## src/rtl/pipeif_if.sv

```systemverilog
// Instruction-memory handshake bundle between the fetch stage and the
// instruction memory. The fetch stage is the master (drives the request).
interface pipeif_if;
    logic        imem_req;
    logic [31:0] imem_addr;
    logic        imem_ready;
    logic [31:0] imem_rdata;

    modport master (
        output imem_req,
        output imem_addr,
        input  imem_ready,
        input  imem_rdata
    );

    modport slave (
        input  imem_req,
        input  imem_addr,
        output imem_ready,
        output imem_rdata
    );
endinterface

```

## src/rtl/pipeif.sv

```systemverilog
// Instruction-fetch stage: holds the fetch PC, drives a ready/request
// instruction-memory port and buffers up to two fetched {pc+4, instr}
// entries so that ID-stage stalls do not throttle memory and memory wait
// states do not stall ID more than necessary. Redirects from ID squash all
// wrong-path fetches (no delay slot).
module pipeif #(
    parameter logic [31:0] RESET_PC = 32'h0000_0000
) (
    input  logic              clock,
    input  logic              resetn,
    input  logic              wpcir,
    input  logic [1:0]        pcsource,
    input  logic [31:0]       bpc,
    input  logic [31:0]       rpc,
    input  logic [31:0]       jpc,
    pipeif_if.master          imem,
    output logic [31:0]       pc4,
    output logic [31:0]       ins,
    output logic [31:0]       pc
);

    typedef enum logic [1:0] {
        ST_WAIT   = 2'd0,
        ST_FETCH  = 2'd1,
        ST_SQUASH = 2'd2
    } state_t;

    state_t      r_state;
    logic [1:0]  r_count;
    logic        r_head;
    logic [31:0] r_fpc;
    logic [31:0] r_sq_addr;
    logic [31:0] r_q_pc4 [2];
    logic [31:0] r_q_ins [2];

    logic        w_redir;
    logic [31:0] w_target;
    logic        w_xfer;
    logic        w_push;
    logic        w_pop;
    logic [1:0]  w_count_nxt;
    logic        w_wr_idx;
    logic [31:0] w_fpc_inc;

    // Request and address decode purely from registered state, so there is
    // no combinational path from wpcir/pcsource to the memory port. The
    // squashed address is held in SQUASH so the pending handshake completes.
    assign imem.imem_req  = (r_state != ST_WAIT);
    assign imem.imem_addr = (r_state == ST_SQUASH) ? r_sq_addr : r_fpc;

    assign w_redir   = (pcsource != 2'b00) && wpcir;
    assign w_xfer    = imem.imem_req && imem.imem_ready;
    assign w_push    = (r_state == ST_FETCH) && w_xfer && !w_redir;
    assign w_pop     = wpcir && (r_count != 2'd0) && !w_redir;
    assign w_fpc_inc = r_fpc + 32'd4;
    // Tail slot: the head itself when empty, the other slot when one entry
    // is held. A push never happens with two entries held.
    assign w_wr_idx  = r_head ^ r_count[0];

    assign pc = r_fpc;

    // Redirect target select.
    always_comb begin
        w_target = r_fpc;
        case (pcsource)
            2'b01:   w_target = bpc;
            2'b10:   w_target = rpc;
            2'b11:   w_target = jpc;
            default: w_target = r_fpc;
        endcase
    end

    // Queue occupancy after this edge; a redirect empties the queue and
    // overrides any push or pop in the same cycle.
    always_comb begin
        w_count_nxt = r_count;
        if (w_redir) begin
            w_count_nxt = 2'd0;
        end else begin
            case ({w_push, w_pop})
                2'b10:   w_count_nxt = r_count + 2'd1;
                2'b01:   w_count_nxt = r_count - 2'd1;
                default: w_count_nxt = r_count;
            endcase
        end
    end

    // Head entry to IF/ID; a bubble (zeros) when empty or being squashed.
    always_comb begin
        ins = 32'd0;
        pc4 = 32'd0;
        if ((r_count != 2'd0) && !w_redir) begin
            ins = r_q_ins[r_head];
            pc4 = r_q_pc4[r_head];
        end
    end

    // Fetch control FSM: state, fetch PC, squash address and queue pointers.
    always_ff @(posedge clock or negedge resetn) begin
        if (!resetn) begin
            r_state   <= ST_WAIT;
            r_count   <= 2'd0;
            r_head    <= 1'b0;
            r_fpc     <= RESET_PC;
            r_sq_addr <= 32'd0;
        end else begin
            r_count <= w_count_nxt;
            if (w_pop) begin
                r_head <= ~r_head;
            end

            case (r_state)
                ST_WAIT: begin
                    if (w_redir) begin
                        r_fpc   <= w_target;
                        r_state <= ST_FETCH;
                    end else if (w_count_nxt < 2'd2) begin
                        r_state <= ST_FETCH;
                    end
                end

                ST_FETCH: begin
                    if (w_redir) begin
                        r_fpc <= w_target;
                        if (!w_xfer) begin
                            // Memory has not accepted yet: keep presenting
                            // the old address until it does, then drop it.
                            r_sq_addr <= r_fpc;
                            r_state   <= ST_SQUASH;
                        end
                    end else if (w_xfer) begin
                        r_fpc <= w_fpc_inc;
                        if (w_count_nxt == 2'd2) begin
                            r_state <= ST_WAIT;
                        end
                    end
                end

                ST_SQUASH: begin
                    if (w_redir) begin
                        r_fpc <= w_target;
                    end
                    if (w_xfer) begin
                        r_state <= ST_FETCH;
                    end
                end

                default: begin
                    r_state <= ST_WAIT;
                end
            endcase
        end
    end

    // Queue storage; contents are don't-care while not counted as valid.
    always_ff @(posedge clock) begin
        if (w_push) begin
            r_q_pc4[w_wr_idx] <= w_fpc_inc;
            r_q_ins[w_wr_idx] <= imem.imem_rdata;
        end
    end

endmodule

```

## src/flat_wrapper.sv

```systemverilog
// flat-port wrapper written by rule: the top's interface ports become plain ports
module pipeif_flat 
#(
    parameter logic [31:0] RESET_PC = 32'h0000_0000
)
  (clock, resetn, wpcir, pcsource, bpc, rpc, jpc, pc4, ins, pc, imem_imem_req, imem_imem_addr, imem_imem_ready, imem_imem_rdata);
  pipeif_if imem_i ();
  input  logic clock;
  input  logic resetn;
  input  logic wpcir;
  input  logic [1:0] pcsource;
  input  logic [31:0] bpc;
  input  logic [31:0] rpc;
  input  logic [31:0] jpc;
  output logic [31:0] pc4;
  output logic [31:0] ins;
  output logic [31:0] pc;
  output wire logic [$bits(imem_i.imem_req)-1:0] imem_imem_req;
  output wire logic [$bits(imem_i.imem_addr)-1:0] imem_imem_addr;
  input wire logic [$bits(imem_i.imem_ready)-1:0] imem_imem_ready;
  input wire logic [$bits(imem_i.imem_rdata)-1:0] imem_imem_rdata;
  assign imem_imem_req = imem_i.imem_req;
  assign imem_imem_addr = imem_i.imem_addr;
  assign imem_i.imem_ready = imem_imem_ready;
  assign imem_i.imem_rdata = imem_imem_rdata;
  pipeif #(.RESET_PC(RESET_PC)) u_core (.clock(clock), .resetn(resetn), .wpcir(wpcir), .pcsource(pcsource), .bpc(bpc), .rpc(rpc), .jpc(jpc), .imem(imem_i), .pc4(pc4), .ins(ins), .pc(pc));
endmodule
```

## config.mk

```make
export PLATFORM = sky130hd
export DESIGN_NAME = pipeif_flat
export DESIGN_NICKNAME = d
export VERILOG_FILES = /design/src/rtl/pipeif_if.sv /design/src/rtl/pipeif.sv /design/src/flat_wrapper.sv
export SDC_FILE = /design/constraint.sdc
export NUM_CORES = 1
export LEC_CHECK = 0
export BUFFER_PORTS_ARGS = -buffer_cell sky130_fd_sc_hd__buf_2
export CORE_UTILIZATION = 59
export CTS_BUF_LIST = sky130_fd_sc_hd__clkbuf_4
export DETAILED_ROUTE_END_ITERATION = 8
export PLACE_DENSITY = 0.93
export SLEW_MARGIN = 20
export SYNTH_ARGS = -nofsm -noshare
export SYNTH_HDL_FRONTEND = slang
export SYNTH_SLANG_ARGS = --single-unit
```

## constraint.sdc

```tcl
create_clock -name clock -period 9.55 [get_ports clock]
set_clock_uncertainty 0.05 [all_clocks]
set_input_delay 0.955 -clock clock [delete_from_list [all_inputs] [get_ports clock]]
set_output_delay 0.955 -clock clock [all_outputs]
set_load 0.02 [all_outputs]
```

==> flow_metrics.env, run 1 <==
export IMPL_outcome="finished clean"
export IMPL_grt_setup_unrepaired="no"
export IMPL_grt_total_usage_pct=28.2
export IMPL_dieArea_um2=16800
export IMPL_grt_pass1_wl_um=35500
export IMPL_ios=263
export IMPL_worst_slew_pin_slew_ps=1050
export IMPL_worst_path_buf_inv=4
export IMPL_path_max_fanout=58
export IMPL_vias=7396
export IMPL_avgSynthCellArea_um2=12.0
export IMPL_grt_start_max_net_pins=70
export IMPL_finalCritPeriodShare_pct=40.7
export IMPL_fin_tns_setup_ps=0
export IMPL_critPathMaxStageDelay_ps=520
export IMPL_drc=0
export IMPL_r2r_slack_ps=6400
export IMPL_cts_resized=0
export IMPL_wl_met1_um=9520
export IMPL_synthArstFlopShare_pct=35.0
export IMPL_synth_main_ff_cell="edfxtp_1"
export IMPL_highest_layer="met4"
export IMPL_cp_required_ps=8550
export IMPL_nets=1162
export IMPL_rr_endpoint="u_core.r_q_ins[0][29]"
export IMPL_antenna_left=0
export IMPL_r2r_cells=4
export IMPL_drt_wl_total_um=23600
export IMPL_drtIter0Drc=563
export IMPL_grt_overflow_total=0
export IMPL_wl_per_cell_um=18.8
export IMPL_dr_wl_met2_um=11800
export IMPL_coreArea_um2=15900
export IMPL_most_common_layout_cells="261 x buf_2, 128 x edfxtp_1, 108 x nor2_1, 94 x mux2i_1, 68 x dfrtp_1"
export IMPL_cpMaxStageDelayCell="buf_4"
export IMPL_power_total_uw=3410
export IMPL_utilization_pct=71.5
export IMPL_peakVddDrop_v=0.000172
export IMPL_reg2reg_from="u_core.r_head"
export IMPL_ys_types=53
export IMPL_synth_nets=941
export IMPL_critPathKind="input port to output pin"
export IMPL_clock_path_buffers=2
export IMPL_cp_start_kind="input port"
export IMPL_powerDensity_nw_per_um2=300
export IMPL_grt_pass1_vias=6889
export IMPL_worstSetupEndpointType="output pin"
export IMPL_antenna_found_initial=1
export IMPL_cts_buffers=17
export IMPL_hold_viol_final=0
export IMPL_clock_latency_ps=570
export IMPL_synth_seq_cells=197
export IMPL_leakagePower_uw=0.00481
export IMPL_die_w_um=130
export IMPL_cp_top_family="buffers and inverters"
export IMPL_max_freq_ghz=0.257
export IMPL_maxCapViolations=0
export IMPL_dr_pass1_iters=5
export IMPL_cts_max_level=4
export IMPL_num_rows=46
export IMPL_hold_buffers=0
export IMPL_post_dp_hpwl_um=16100
export IMPL_drive_gt1_share_pct=36.6
export IMPL_dieHeight_um=130
export IMPL_portBuffers=262
export IMPL_vias_per_cell=5.89
export IMPL_clockRootBuffer="clkbuf_4"
export IMPL_synth_edf_count=128
export IMPL_area_growth_pct=18.1
export IMPL_start_util_pct=60.6
export IMPL_synth_seq_area_share_pct=57.9
export IMPL_mostFrequentLayoutCell="buf_2"
export IMPL_synthCells=805
export IMPL_yosysWarnings=0
export IMPL_clk_pin_slew_worst_paths_ps=150
export IMPL_slew_headroom_pct=29.9
export IMPL_cts_setup_buffers=0
export IMPL_tritoncts="built"
export IMPL_gp_congestion=0.858
export IMPL_cts_sinks=197
export IMPL_syn_area_um2=9620
export IMPL_wl_met3_um=1720
export IMPL_setup_ws_ps=5660
export IMPL_final_max_slew_viol_count=0
export IMPL_min_path_type="input port to async pin"
export IMPL_dp_slack_ps=5320
export IMPL_crit_chain="buf_2, buf_4, o21ai_2, o21ai_4, buf_4, nor2_1, buf_2"
export IMPL_arrival_ps=2880
export IMPL_setup_viol=0
export IMPL_finalCriticalPeriod_ps=3890
==> power breakdown <==
part | internal, uW | switching [uW]
clock network | 169 | 273
logic | 572 | 897
registers | 1220 | 278
total | 1970 | 1450
==> worst max-delay path by stage <==
stage,startpoint,end,slack (ps),cells past startpoint
after global routing,pcsource[1],ins[30],5500,6
after floorplan,pcsource[1],u_core.r_q_ins[0][0],4490,4
after global placement,pcsource[0],u_core.r_q_pc4[1][20],5470,6
after detailed placement,pcsource[0],u_core.r_q_pc4[1][27],5320,6
after CTS,pcsource[0],pc4[15],5700,7
final,pcsource[0],ins[30],5660,7
==> registers in the layout, summed over array words and instances, names as in the netlist <==
signal	count
u_core.r_q_ins	64
u_core.r_q_pc4	64
u_core.pc	32
u_core.r_sq_addr	32
u_core.r_count	2
u_core.r_state	2
u_core.r_head	1
==> logic make-up (layout without fill, tap and decap cells) <==
kind of cell             after synthesis  in the layout  synth area share (%)
buffers and inverters                 76            310                  3.26
AND/OR/NAND/NOR                      229            229                  11.4
XOR/XNOR                              32             32                  2.91
other                                  0              1                     0
adder cells (fa/ha/maj)                2              2                 0.260
flip-flops                           197            197                  57.9
multiplexers                         156            156                  17.0
AO/OA/AOI/OAI                        113            113                  7.24
==> worst register-to-register path: stages (launching register included) <==
cell,delay [ps]
dfrtp_4,800
buf_16,310
xnor2_1,250
nor2b_4,820
buf_4,570
==> routing by layer <==
layer	vias up	track usage, %
li1	3400	-
met1	3548	36.7
met2	399	47.2
met3	49	4.55
met4	0	12.0
met5	-	0
==> cell usage after synthesis (6+ instances only) <==
cell type	instances	area (um2)
clkbuf_1	37	139
xor2_1	8	70.1
buf_2	12	60.1
mux2i_1	94	941
o22ai_1	6	37.5
o21ai_0	22	110
a21oi_1	44	220
a22oi_1	7	52.6
nand4_1	12	75.1
edfxtp_1	128	3840
dfrtp_1	69	1730
buf_1	16	60.1
a211oi_1	6	45.0
inv_1	6	22.5
and3_1	6	37.5
nand2_1	40	150
nor2_1	109	409
nor3_1	7	35.0
mux2_2	62	698
xnor2_1	24	210
nand3_1	26	130
==> layout make-up <==
class / instances / area (um2)
Sequential cell: 197 / 5570
Fill cell: 1083 / 4520
Multi-Input combinational cell: 532 / 3780
Timing Repair Buffer: 272 / 1430
Tap cell: 216 / 270
Clock buffer: 21 / 158
Clock inverter: 11 / 130
Inverter: 6 / 22.5
Antenna cell: 1 / 2.50
==> metrics by stage <==
stage	instance area (um2)	instances	hold slack [ps]
floorplan	9620	805	400
global placement	11000	1221	413
detailed placement	11000	1221	437
CTS	11300	1253	455
global route	11400	1256	470
finish	11400	1256	435
(Power assumes the default switching activity.)
==> run 2: changes to the inputs <==
--- a/config.mk
+++ b/config.mk
@@ -6,10 +6,10 @@
 export NUM_CORES = 1
 export LEC_CHECK = 0
 export BUFFER_PORTS_ARGS = -buffer_cell sky130_fd_sc_hd__buf_2
-export CORE_UTILIZATION = 59
+export CORE_UTILIZATION = 49
 export CTS_BUF_LIST = sky130_fd_sc_hd__clkbuf_4
 export DETAILED_ROUTE_END_ITERATION = 8
-export PLACE_DENSITY = 0.93
+export PLACE_DENSITY = 0.83
 export SLEW_MARGIN = 20
 export SYNTH_ARGS = -nofsm -noshare
 export SYNTH_HDL_FRONTEND = slang
==> constraint.sdc (replaced) <==
create_clock -name clock -period 3.24 [get_ports clock]
set_clock_uncertainty 0.05 [all_clocks]
set_input_delay 0.324 -clock clock [delete_from_list [all_inputs] [get_ports clock]]
set_output_delay 0.324 -clock clock [all_outputs]
set_load 0.02 [all_outputs]
==> run 2 against run 1 <==
Flip-flop and latch count is the same. Hold slack worse by 370 ps. Global-route usage decreased by 3.6 points. Critical path type is now flop to output pin. Critical endpoint is now imem_imem_addr[4].
==> flow_metrics.env, run 2 (synthesized netlist as in run 1, its figures left out) <==
export IMPL_outcome="finished clean"
export IMPL_startpoint="u_core.r_state[0]"
export IMPL_finalCritPeriodShare_pct=83.0
export IMPL_hp_start="bpc[8]"
export IMPL_area_growth_pct=22.9
export IMPL_drc=0
export IMPL_cp_start_kind="flop"
export IMPL_die_w_um=142
export IMPL_critPathMaxStageDelay_ps=530
export IMPL_arrival_ps=2310
export IMPL_most_common_layout_cells="261 x buf_2, 128 x edfxtp_1, 108 x nor2_1, 94 x mux2i_1, 68 x dfrtp_1"
export IMPL_grt_overflow_total=0
export IMPL_portBuffers=262
export IMPL_num_rows=50
export IMPL_drt_wl_total_um=24300
export IMPL_dieArea_um2=20200
export IMPL_mostFrequentLayoutCell="buf_2"
export IMPL_worst_slew_pin_slew_ps=1000
export IMPL_antenna_found_initial=2
export IMPL_finalCriticalPeriod_ps=2690
export IMPL_tritoncts="built"
export IMPL_critPathKind="flop to output pin"
export IMPL_fin_tns_setup_ps=0
export IMPL_reg_top3="u_core.r_q_ins: 64 flops, u_core.r_q_pc4: 64 flops"
export IMPL_leakagePower_uw=0.00500
export IMPL_drive_gt1_share_pct=35.6
export IMPL_peakVddDrop_v=0.000485
export IMPL_clock_latency_ps=570
export IMPL_grt_total_usage_pct=24.6
export IMPL_hold_depth=3
export IMPL_maxCapViolations=0
export IMPL_r2r_cells=6
export IMPL_start_util_pct=50.8
export IMPL_final_max_slew_viol_count=0
export IMPL_hold_end="u_core.pc[8]"
export IMPL_hold_slack_ps=65.1
export IMPL_cpMaxStageDelayCell="dfrtp_1"
export IMPL_clock_path_buffers=2
export IMPL_crit_chain="nor2b_4, buf_4, mux2_2, buf_2"
export IMPL_worstSetupEndpointType="output pin"
export IMPL_cts_buffers=17
export IMPL_gp_congestion=0.853
export IMPL_grt_start_max_net_pins=70
export IMPL_powerDensity_nw_per_um2=848
export IMPL_cts_setup_buffers=0
export IMPL_layoutNonFillerInstCount=1345
export IMPL_wl_per_cell_um=18.1
export IMPL_post_dp_hpwl_um=16600
export IMPL_cts_max_level=4
export IMPL_setup_viol=0
export IMPL_rr_endpoint="u_core.pc[28]"
export IMPL_numPlacedInstances=1275
export IMPL_max_freq_ghz=0.372
export IMPL_clockRootBuffer="clkbuf_4"
export IMPL_drtIter0Drc=446
export IMPL_cp_required_ps=2870
export IMPL_reg2reg_from="u_core.pc[3]"
export IMPL_power_total_uw=10000
export IMPL_dieHeight_um=142
export IMPL_vias=7442
export IMPL_vias_per_cell=5.53
export IMPL_antenna_left=0
export IMPL_r2r_slack_ps=660
export IMPL_cts_resized=0
export IMPL_dr_pass1_iters=4
export IMPL_grt_setup_unrepaired="no"
export IMPL_hold_viol_final=0
export IMPL_coreArea_um2=19000
export IMPL_min_path_type="input port to flop"
export IMPL_slew_headroom_pct=33.3
export IMPL_nets=1207
export IMPL_clk_pin_slew_worst_paths_ps=140
export IMPL_grt_pass1_wl_um=37700
export IMPL_cts_sinks=197
export IMPL_ios=263
export IMPL_path_max_fanout=33
export IMPL_grt_pass1_vias=7143
-- run 2: cell count changes in the layout (fill, tap and decap cells not counted) --
| cell | change |
|---|---|
| clkbuf_4 | -2 |
| clkinvlp_4 | -4 |
| clkinv_2 | +3 |
| inv_6 | +2 |
| buf_16 | -2 |
| buf_12 | +4 |
| clkinv_1 | +2 |
| clkinv_4 | +1 |
| buf_4 | +6 |
| inv_8 | -1 |
| bufinv_16 | -1 |
| dlygate4sd3_1 | +37 |
-- run 2: area by class of cell --
| type | count | area [um2] |
|---|---|---|
| Sequential cell | 197 | 5570 |
| Antenna cell | 1 | 2.50 |
| Tap cell | 260 | 325 |
| Clock inverter | 13 | 108 |
| Clock buffer | 19 | 143 |
| Multi-Input combinational cell | 532 | 3780 |
| Inverter | 6 | 22.5 |
| Fill cell | 1496 | 7130 |
| Timing Repair Buffer | 317 | 1870 |
-- run 2: metal layers --
layer / wire (um) / up-vias / part of all wire (%) / GRT usage [%]
met5: 13 / - / 0.053 / 0
met2: 11800 / 321 / 48 / 39.6
met4: 621 / 2 / 2.6 / 9.62
met3: 1500 / 44 / 6.2 / 4.78
li1: - / 3493 / - / -
met1: 10400 / 3582 / 43 / 32.9
-- run 2: through the flow --
stage                     setup slack, ps  util [%]  cell area (um2)
after floorplan                     -12.4         -             9630
after global placement                689      59.1            11200
after detailed placement              566      59.1            11200
after CTS                             469      62.4            11800
after global routing                  384      62.4            11800
final                                 551      62.4            11800
-- run 2: worst max-delay path: cells and delay by family, from the launching register on --
family                 cells  cell delay (ps)
buffers and inverters      2              600
DFF                        1              530
muxes                      1              410
and+or+nand+nor            1              200
-- run 2: what timing repair did --
action,in CTS,in global routing
endpoints found under the hold margin,137,0
endpoints found under the setup margin,0,0
hold buffers,37,0
-- run 2: how the worst max path moves through the flow --
| stage | end | slack (ps) |
|---|---|---|
| 2_1_floorplan | u_core.r_q_ins[0][0] | -10 |
| 3_3_place_gp | u_core.r_state[0] | 690 |
| 3_5_place_dp | u_core.r_state[0] | 570 |
| 4_1_cts | imem_imem_addr[4] | 470 |
| 5_1_grt | imem_imem_addr[4] | 380 |
| 6_report | imem_imem_addr[4] | 550 |
-- run 2: where the power goes --
| group | switching (uW) | internal (uW) | leakage [uW] | total (uW) |
|---|---|---|---|---|
| clock network | 808 | 397 | 0.000140 | 1200 |
| logic | 2710 | 1750 | 0.00290 | 4460 |
| registers | 756 | 3600 | 0.00196 | 4360 |
==> run 3: changes to the inputs <==
--- a/config.mk
+++ b/config.mk
@@ -5,11 +5,12 @@
 export SDC_FILE = /design/constraint.sdc
 export NUM_CORES = 1
 export LEC_CHECK = 0
+export ABC_AREA = 1
 export BUFFER_PORTS_ARGS = -buffer_cell sky130_fd_sc_hd__buf_2
-export CORE_UTILIZATION = 49
+export CORE_UTILIZATION = 55
 export CTS_BUF_LIST = sky130_fd_sc_hd__clkbuf_4
 export DETAILED_ROUTE_END_ITERATION = 8
-export PLACE_DENSITY = 0.83
+export PLACE_DENSITY = 0.88
 export SLEW_MARGIN = 20
 export SYNTH_ARGS = -nofsm -noshare
 export SYNTH_HDL_FRONTEND = slang
==> constraint.sdc (replaced) <==
create_clock -name clock -period 2.82 [get_ports clock]
set_clock_uncertainty 0.05 [all_clocks]
set_input_delay 0.282 -clock clock [delete_from_list [all_inputs] [get_ports clock]]
set_output_delay 0.282 -clock clock [all_outputs]
set_load 0.02 [all_outputs]
==> run 3 against run 2 <==
Routed wire length rose by 14%. Hold slack got worse by 16 ps. Clock power rose by 21%. Global-route usage rose by 6.0 points. Synthesized cell count grew 40%. Power rose by 18%. Non-clock buffer count shrank 3. Sequential share of layout area decreased by 0.41 points. Critical path depth did not move. Combinational power increased by 26%. Cell count increased by 23%. Critical path type unchanged.
==> flow_metrics.env, run 3 <==
export IMPL_synth_seq_cells=197
export IMPL_powerDensity_nw_per_um2=989
export IMPL_area_growth_pct=22.4
export IMPL_placed_cell_area_um2=11200
export IMPL_grt_start_max_net_pins=65
export IMPL_portBuffers=262
export IMPL_synth_edf_count=128
export IMPL_nets=1545
export IMPL_final_max_slew_viol_count=0
export IMPL_coreArea_um2=17300
export IMPL_tritoncts="built"
export IMPL_cts_max_level=4
export IMPL_most_common_layout_cells="457 x nand2_1, 262 x buf_2, 128 x edfxtp_1, 81 x a21oi_1, 70 x nor2_1"
export IMPL_mostFrequentLayoutCell="nand2_1"
export IMPL_worstSetupEndpointType="output pin"
export IMPL_cp_required_ps=2490
export IMPL_outcome="finished clean"
export IMPL_cts_buffers=17
export IMPL_synth_commonest_cells="457 x nand2_1, 128 x edfxtp_1, 81 x a21oi_1, 73 x nor2_1, 69 x dfrtp_1"
export IMPL_antenna_left=0
export IMPL_reg_top3="u_core.r_q_ins: 64 flops, u_core.r_q_pc4: 64 flops"
export IMPL_min_path_type="input port to flop"
export IMPL_synthArstFlopShare_pct=35.0
export IMPL_drtIter0Drc=791
export IMPL_synth_main_ff_cell="edfxtp_1"
export IMPL_leakagePower_uw=0.00540
export IMPL_dieArea_um2=18200
export IMPL_fin_tns_setup_ps=0
export IMPL_peakVddDrop_v=0.000446
export IMPL_cp_start_kind="flop"
export IMPL_slew_headroom_pct=40.5
export IMPL_worst_slew_pin_slew_ps=892
export IMPL_cts_sinks=197
export IMPL_clock_latency_ps=570
export IMPL_synth_top_area_share_pct=39.5
export IMPL_synth_seq_area_share_pct=57.2
export IMPL_hold_viol_final=0
export IMPL_die_w_um=135
export IMPL_maxCapViolations=0
export IMPL_antenna_found_initial=3
export IMPL_max_freq_ghz=0.386
export IMPL_yosysMostFrequentCell="nand2_1"
export IMPL_finalCriticalPeriod_ps=2590
export IMPL_crit_chain="buf_4, nand2_1, a21oi_1, buf_2"
export IMPL_critPathKind="flop to output pin"
export IMPL_drive_gt1_share_pct=23.8
export IMPL_drt_wl_total_um=27800
export IMPL_grt_total_usage_pct=30.6
export IMPL_vias_per_cell=5.33
export IMPL_synthCells=1128
export IMPL_critPathMaxStageDelay_ps=570
export IMPL_synth_nets=1264
export IMPL_synth_area_top_cells="edfxtp_1 39%, dfrtp_1 18%, nand2_1 18%"
export IMPL_yosysWarnings=0
export IMPL_clock_path_buffers=2
export IMPL_grt_pass1_vias=8295
export IMPL_setup_viol=0
export IMPL_wl_per_cell_um=16.9
export IMPL_cpMaxStageDelayCell="dfrtp_2"
export IMPL_drc=0
export IMPL_syn_area_um2=9740
export IMPL_dr_pass1_iters=7
export IMPL_synth_top_cell_by_area="edfxtp_1"
export IMPL_clk_pin_slew_worst_paths_ps=150
export IMPL_num_rows=48
export IMPL_vias=8795
export IMPL_path_max_fanout=53
export IMPL_finalCritPeriodShare_pct=91.9
export IMPL_gp_congestion=0.987
export IMPL_ios=263
export IMPL_clockRootBuffer="clkbuf_4"
export IMPL_dieHeight_um=135
export IMPL_avgSynthCellArea_um2=8.63
export IMPL_postLayoutCellArea_um2=11900
export IMPL_hold_slack_ps=49.0
export IMPL_ys_types=34
export IMPL_grt_setup_unrepaired="no"
export IMPL_grt_pass1_wl_um=42000
export IMPL_grt_overflow_total=0
export IMPL_start_util_pct=56.3
export IMPL_arrival_ps=2260
export IMPL_post_dp_hpwl_um=20000
==> run 3: cell types whose count changed after synthesis, sizes merged, moves of 7 or more <==
cell and change:
and3 -8, xnor2 -23, mux2 -62, nand2 +421, nand3 +37, a22oi -7, nor2 -24, o21ai +68
inv +57, nor3 -7, clkbuf -20, a21oi +40, mux2i -94
==> run 3: report_power, final <==
part	switching, uW	internal [uW]	total [uW]
registers	671	4030	4700
clock network	926	527	1450
logic	4010	1630	5640
total	5600	6190	11800
==> run 3: layout make-up <==
cell class | count | area (um2)
Clock inverter | 14 | 136
Fill cell | 1454 | 5380
Inverter | 63 | 246
Multi-Input combinational cell | 816 | 3660
Antenna cell | 3 | 7.51
Sequential cell | 197 | 5570
Timing Repair Buffer | 314 | 1880
Clock buffer | 18 | 135
Tap cell | 225 | 282
==> run 3: final timing paths <==
check	from	to	slack [ps]	depth (start not counted)
worst max-delay path	u_core.r_head	pc4[22]	230	4
worst min-delay path	rpc[10]	u_core.pc[10]	50	5
worst max register to register	u_core.r_count[0]	u_core.r_state[1]	520	13
worst min register to register	u_core.r_sq_addr[18]	u_core.r_sq_addr[18]	460	2
max in group asynchronous	resetn	u_core.pc[19]	1760	3
min in group asynchronous	resetn	u_core.r_sq_addr[18]	290	2
==> run 3: timing repair <==
| action | CTS | global route |
|---|---|---|
| endpoints found under the setup margin | 0 | 64 |
| endpoints found under the hold margin | 103 | 0 |
| setup buffers | 0 | 0 |
| resized for setup | 0 | 3 |
| hold buffers | 40 | 0 |
==> run 3: through the flow <==
step | util, % | std cells | setup slack (ps) | power, uW
5_1_grt | 68.9 | 1650 | 69.8 | 12500
3_5_place_dp | 65.0 | 1575 | 369 | 10300
4_1_cts | 68.8 | 1647 | 26.0 | 11800
6_report | 68.9 | 1650 | 229 | 11800
2_1_floorplan | - | 1128 | 414 | 8270
3_3_place_gp | 65.0 | 1575 | 457 | 10100
==> run 3: metal layers <==
layer	GRT usage (%)	part of all wire, %
met2	49.9	48
met1	38.8	40
met3	5.89	8.4
met5	0	0
met4	16.0	3.8
==> run 3: cell families after synthesis <==
kind of cell,after synthesis,synth area share (%)
AOI/OAI and AO/OA,180,9.79
DFF,197,57.2
and+or+nand+nor,622,26.2
buffers and inverters,115,5.42
adders and majority gates,2,0.257
xor gates and xnor gates,12,1.08
==> run 3: worst max-delay path, delay by kind of cell, from the launching register on <==
family / cells / cell delay (ps)
AND/OR/NAND/NOR: 1 / 190
buffers and inverters: 2 / 720
AO/OA/AOI/OAI: 1 / 180
flip-flops: 1 / 570
